File: config.mk
export PLATFORM = sky130hd
export DESIGN_NAME = actmem_gather
export DESIGN_NICKNAME = d
export VERILOG_FILES = /design/src/rtl/actmem_pkg.sv /design/src/rtl/actmem_bank.sv /design/src/rtl/actmem_gather.sv
export SDC_FILE = /design/constraint.sdc
export NUM_CORES = 1
export LEC_CHECK = 0
export CELL_PAD_IN_SITES_DETAIL_PLACEMENT = 1
export CELL_PAD_IN_SITES_GLOBAL_PLACEMENT = 2
export CORE_ASPECT_RATIO = 0.6
export CORE_MARGIN = 5
export CORE_UTILIZATION = 35
export CTS_CLUSTER_SIZE = 8
export DETAILED_ROUTE_END_ITERATION = 16
export GPL_TIMING_DRIVEN = 0
export PLACE_DENSITY = 0.67
export SETUP_SLACK_MARGIN = 0.02
export SLEW_MARGIN = 15
export SYNTH_ARGS = -nofsm -noshare
export SYNTH_HDL_FRONTEND = slang
export SYNTH_SLANG_ARGS = --single-unit
File: constraint.sdc
create_clock -name clk -period 8.53 [get_ports clk]
set_clock_uncertainty 0.15 [all_clocks]
set_input_delay 1.2795 -clock clk [delete_from_list [all_inputs] [get_ports clk]]
set_output_delay 1.2795 -clock clk [all_outputs]
set_load 0.005 [all_outputs]
File: src/rtl/actmem_pkg.sv
// Shared types and helpers for the double-buffered activation gather memory.
// Buffer sets cycle EMPTY -> FILLING -> FULL -> READING -> EMPTY.
package actmem_pkg;

  typedef enum logic [1:0] {
    EMPTY   = 2'd0,
    FILLING = 2'd1,
    FULL    = 2'd2,
    READING = 2'd3
  } set_state_t;

  // Row-address width; a single-row bank still keeps a 1-bit address.
  function automatic int log_pbyz(input int p, input int z);
    return (p == z) ? 1 : $clog2(p / z);
  endfunction

  function automatic int lane_lsb(input int lane, input int lane_width);
    return lane * lane_width;
  endfunction

endpackage

File: src/rtl/actmem_bank.sv
// One lane bank: simple dual-port RAM, one write and one registered read port.
// Read data appears the cycle after rd_en and holds until the next rd_en.
module actmem_bank #(
  parameter int depth  = 4,
  parameter int addr_w = 2,
  parameter int width  = 16
) (
  input  logic              clk,
  input  logic              reset,
  input  logic              wr_en,
  input  logic [addr_w-1:0] wr_addr,
  input  logic [width-1:0]  wr_data,
  input  logic              rd_en,
  input  logic [addr_w-1:0] rd_addr,
  output logic [width-1:0]  rd_data
);

  logic [width-1:0] mem [depth];

  if (depth == 1) begin : g_single
    // Only one row exists, so the addresses carry no information.
    logic unused_addr;
    assign unused_addr = ^{wr_addr, rd_addr};

    always_ff @(posedge clk) begin
      if (wr_en) mem[0] <= wr_data;
    end

    always_ff @(posedge clk) begin
      if (reset)      rd_data <= '0;
      else if (rd_en) rd_data <= mem[0];
    end
  end else begin : g_multi
    always_ff @(posedge clk) begin
      if (wr_en) mem[wr_addr] <= wr_data;
    end

    always_ff @(posedge clk) begin
      if (reset)      rd_data <= '0;
      else if (rd_en) rd_data <= mem[rd_addr];
    end
  end

endmodule

File: src/rtl/actmem_gather.sv
// Double-buffered activation memory: one set fills row by row while the other
// is gathered z lanes at a time, with 1-cycle read latency.
module actmem_gather
  import actmem_pkg::*;
#(
  parameter  int p     = 32,
  parameter  int z     = 8,
  parameter  int width = 16,
  localparam int log_p = $clog2(p)
) (
  input  logic               clk,
  input  logic               reset,
  input  logic               wr_valid,
  input  logic [width*z-1:0] wr_data,
  output logic               wr_ready,
  input  logic               rd_valid,
  input  logic               rd_last,
  input  logic [log_p*z-1:0] memory_index_package,
  output logic               rd_ready,
  output logic [width*z-1:0] rd_data,
  output logic               rd_data_valid,
  output logic               lane_err
);

  localparam int depth = p / z;
  localparam int row_w = log_pbyz(p, z);
  localparam int log_z = $clog2(z);
  localparam logic [row_w-1:0] last_row = row_w'(depth - 1);

  set_state_t       state [2];
  logic             wr_set;
  logic             rd_set;
  logic             rd_sel;
  logic [row_w-1:0] wr_row;
  logic             wr_fire;
  logic             rd_fire;
  logic [row_w-1:0] rd_row [z];
  logic [z-1:0]     bank_bad;
  logic [width-1:0] bank_q [2][z];

  assign wr_ready = (state[wr_set] == EMPTY) || (state[wr_set] == FILLING);
  assign rd_ready = (state[rd_set] == FULL)  || (state[rd_set] == READING);
  assign wr_fire  = wr_valid && wr_ready;
  assign rd_fire  = rd_valid && rd_ready;

  for (genvar i = 0; i < z; i++) begin : g_lane
    logic [log_p-1:0] idx;
    assign idx = memory_index_package[lane_lsb(i, log_p) +: log_p];

    if (p == z) begin : g_flat
      assign rd_row[i] = '0;
    end else begin : g_rows
      assign rd_row[i] = idx[log_p-1:log_z];
    end

    // The interleaver should always steer lane i to bank i; anything else is a fault.
    assign bank_bad[i] = (idx[log_z-1:0] != log_z'(i));

    assign rd_data[lane_lsb(i, width) +: width] = bank_q[rd_sel][i];
  end

  for (genvar s = 0; s < 2; s++) begin : g_set
    for (genvar i = 0; i < z; i++) begin : g_bank
      actmem_bank #(
        .depth  (depth),
        .addr_w (row_w),
        .width  (width)
      ) u_bank (
        .clk     (clk),
        .reset   (reset),
        .wr_en   (wr_fire && (wr_set == 1'(s))),
        .wr_addr (wr_row),
        .wr_data (wr_data[lane_lsb(i, width) +: width]),
        .rd_en   (rd_fire && (rd_set == 1'(s))),
        .rd_addr (rd_row[i]),
        .rd_data (bank_q[s][i])
      );
    end
  end

  // Write and read always target different sets when both fire, so the two
  // state updates below never collide.
  always_ff @(posedge clk) begin
    if (reset) begin
      state[0]      <= EMPTY;
      state[1]      <= EMPTY;
      wr_set        <= 1'b0;
      rd_set        <= 1'b0;
      rd_sel        <= 1'b0;
      wr_row        <= '0;
      rd_data_valid <= 1'b0;
      lane_err      <= 1'b0;
    end else begin
      rd_data_valid <= rd_fire;

      if (wr_fire) begin
        if (wr_row == last_row) begin
          state[wr_set] <= FULL;
          wr_row        <= '0;
          wr_set        <= ~wr_set;
        end else begin
          state[wr_set] <= FILLING;
          wr_row        <= wr_row + 1'b1;
        end
      end

      if (rd_fire) begin
        rd_sel <= rd_set;
        if (|bank_bad) lane_err <= 1'b1;
        if (rd_last) begin
          state[rd_set] <= EMPTY;
          rd_set        <= ~rd_set;
        end else begin
          state[rd_set] <= READING;
        end
      end
    end
  end

endmodule

==> flow_summary.ini <==
[detailed_routing]
drc = 0
viasPerCell = 5.16
ant_nets = 0
routed_wl_mm = 130
wire_per_inst_um = 28.5
firstDrtPassIters = 4
drtIter0Drc = 1767
vias = 23500

[power_and_ir_drop]
p_leak_nw = 19.1
max-vdd-ir-drop_uv = 186
p_total_mw = 14.3
powerDensity_nw_per_um2 = 247

[clock_tree]
hold_buffers = 0
cts.sinks = 1291
clock_latency_ps = 770
cts_resized = 0
cts_tree = built
post_cts_buffers = 0
numCtsBuffers = 179
cts_buffer_depth = 3
cts_htree_levels = 4
clk_pin_slew_ps = 50
cts-root-buf = clkbuf_16

[critical_path]
r2r_start = state[1][1]
endpoint = rd_data[64]
reg2reg_slack_ps = 5570
crit_start = rd_sel
end_kind = output pin
crit_required_ps = 7100
arrival_ps = 3550
cp_max_fo = 10
r2r-end = g_set[1].g_bank[3].u_bank.mem[1][3]
critPathLaunchType = flop
ff2ff_path_depth = 6
criticalPathCategory = reg2out

[global_routing]
antenna_found_initial = 26
grt_start_max_net_pins = 68
grt_util_all_layers = 0.184
grt_pass1_vias = 25600
grt_pass1_wl_mm = 186
gr-total-overflow = 0

[placed_design]
io_buffer_count = 296
dpl.hpwl_mm = 81.0
place_congestion = 0.740
placed_area_um2 = 52600

[yosys]
yosysSeqAreaShare = 0.774
synth_nets = 2304
yosysUniqueCellTypes = 35
syn_inst = 2127
synth.ff_latch_count = 1291
syn_avg_cell_area_um2 = 21.9
synth_warnings = 0
synth_area_um2 = 46700
synthFlopType = edfxtp_1
async_flop_share = 0
synth-edff-count = 1026

[sta]
finalSetupViolCount = 0
whs_ps = 321
worst_pin_slew_ps = 1030
hold_viol_final = 0
fin_crit_sh = 0.583
relSlewSlack = 0.312
max_freq_mhz = 201
drv_slew = 0
rsz0062_at_grt = no
period_needed_ps = 4980

[run_status]
status = finished clean

[floorplanning]
die_y_um = 293
die_x_um = 481
pin_count = 305
die_area_um2 = 141000
start_util = 0.354
core_area_um2 = 132000
rows = 103

[hold_path]
min_path_type = reg2reg

[flow_run]
drv_cap = 0

[finish]
drive_gt1_frac = 0.260
nets = 2811
synthToLayoutAreaGrowth_pct = 23.9
final_common_cell = edfxtp_1
multiInputGateArea_um2 = 9880
final_area_um2 = 57800
regArea_um2 = 36100
final_cell_mix = 1,026 x edfxtp_1, 296 x clkdlybuf4s50_1, 265 x dfxtp_1
fillerInstances = 12300
-- flip-flops by register name, summed over array words and instances, names as in the netlist, named ones only --
name	cells
g_set.g_bank.u_bank.mem	1024
rd_data_valid	1
lane_err	1
wr_row	2
state	2
wr_set	1
g_set.g_bank.u_bank.rd_data	256
rd_sel	1
rd_set	1
-- final cells by class --
type	instances	area share
Sequential cell	1291	0.625
Multi-Input combinational cell	702	0.171
Clock buffer	296	0.0858
Timing Repair Buffer	326	0.0639
Tap cell	1785	0.0386
Buffer	128	0.0118
Clock inverter	10	0.00292
Antenna cell	16	0.000693
Inverter	6	0.000520
-- stage by stage --
step | worst slack [ps] | cells | utilization | setup TNS [ps]
6_report | 3550 | 4560 | 0.438 | 0
4_1_cts | 3350 | 4544 | 0.438 | 0
3_3_place_gp | -6680 | 4208 | 0.393 | -1751720
3_5_place_dp | 4250 | 4238 | 0.399 | 0
2_1_floorplan | 1000 | 2127 | - | 0
5_1_grt | 3290 | 4551 | 0.438 | 0
-- synthesized netlist by cell type, types with 3 or more instances --
library cell / count / area share
a21oi_1: 3 / 0.00032
a22o_1: 256 / 0.048
and2_1: 4 / 0.00054
and3_1: 3 / 0.00040
buf_2: 84 / 0.0090
buf_6: 12 / 0.0029
clkbuf_1: 29 / 0.0023
dfxtp_1: 265 / 0.11
edfxtp_1: 1026 / 0.66
ha_1: 4 / 0.0011
inv_1: 5 / 0.00040
mux2_2: 128 / 0.031
mux4_2: 256 / 0.12
nand2_1: 8 / 0.00064
nand3_1: 3 / 0.00032
nand4_1: 3 / 0.00040
nor2_1: 12 / 0.00097
nor3_1: 3 / 0.00032
-- per-layer routing --
layer  GRT usage  part of all wire  vias to the layer above  routed length [µm]
met5           0           0.00052                        -                  68
met3      0.0473             0.063                      180                8230
met2       0.289              0.47                      668               61300
li1            -                 -                    10000                   -
met1       0.254              0.44                    12600               57700
met4      0.0527             0.019                       12                2440
-- cell families after synthesis --
group                    Yosys count  share of synthesized area
AO/OA/AOI/OAI                    267                     0.0497
XOR/XNOR                           1                   0.000188
adder cells (fa/ha/maj)            4                    0.00107
buffers and inverters            134                     0.0150
flip-flops                      1291                      0.774
multiplexers                     386                      0.155
AND/OR/NAND/NOR                   44                    0.00515
-- how the worst min path moves through the flow --
stage | start | to | slack, ps | cells past startpoint
global route | g_set[1].g_bank[2].u_bank.rd_data[3] | g_set[1].g_bank[2].u_bank.rd_data[3] | 330 | 1
global placement | g_set[1].g_bank[7].u_bank.rd_data[3] | g_set[1].g_bank[7].u_bank.rd_data[3] | 300 | 1
floorplan | g_set[1].g_bank[2].u_bank.rd_data[10] | g_set[1].g_bank[2].u_bank.rd_data[10] | 290 | 1
detailed placement | g_set[0].g_bank[5].u_bank.rd_data[7] | g_set[0].g_bank[5].u_bank.rd_data[7] | 310 | 1
CTS | g_set[1].g_bank[2].u_bank.rd_data[4] | g_set[1].g_bank[2].u_bank.rd_data[4] | 320 | 1
finish | g_set[1].g_bank[7].u_bank.rd_data[8] | g_set[1].g_bank[7].u_bank.rd_data[8] | 320 | 1
-- critical path, cell delays in order (launching register included) --
cell	delay, ps
dfxtp_1	340
clkbuf_1	720
clkbuf_1	740
mux2_2	480
clkdlybuf4s50_1	480
-- where the power goes --
| group | switching [mW] | total, mW | internal (mW) |
|---|---|---|---|
| clock | 2.59 | 6.55 | 3.95 |
| combinational | 0.390 | 0.727 | 0.338 |
| sequential | 0.0415 | 6.98 | 6.94 |
| total | 3.02 | 14.3 | 11.2 |
No activity file was read; power rests on OpenSTA's default activity.
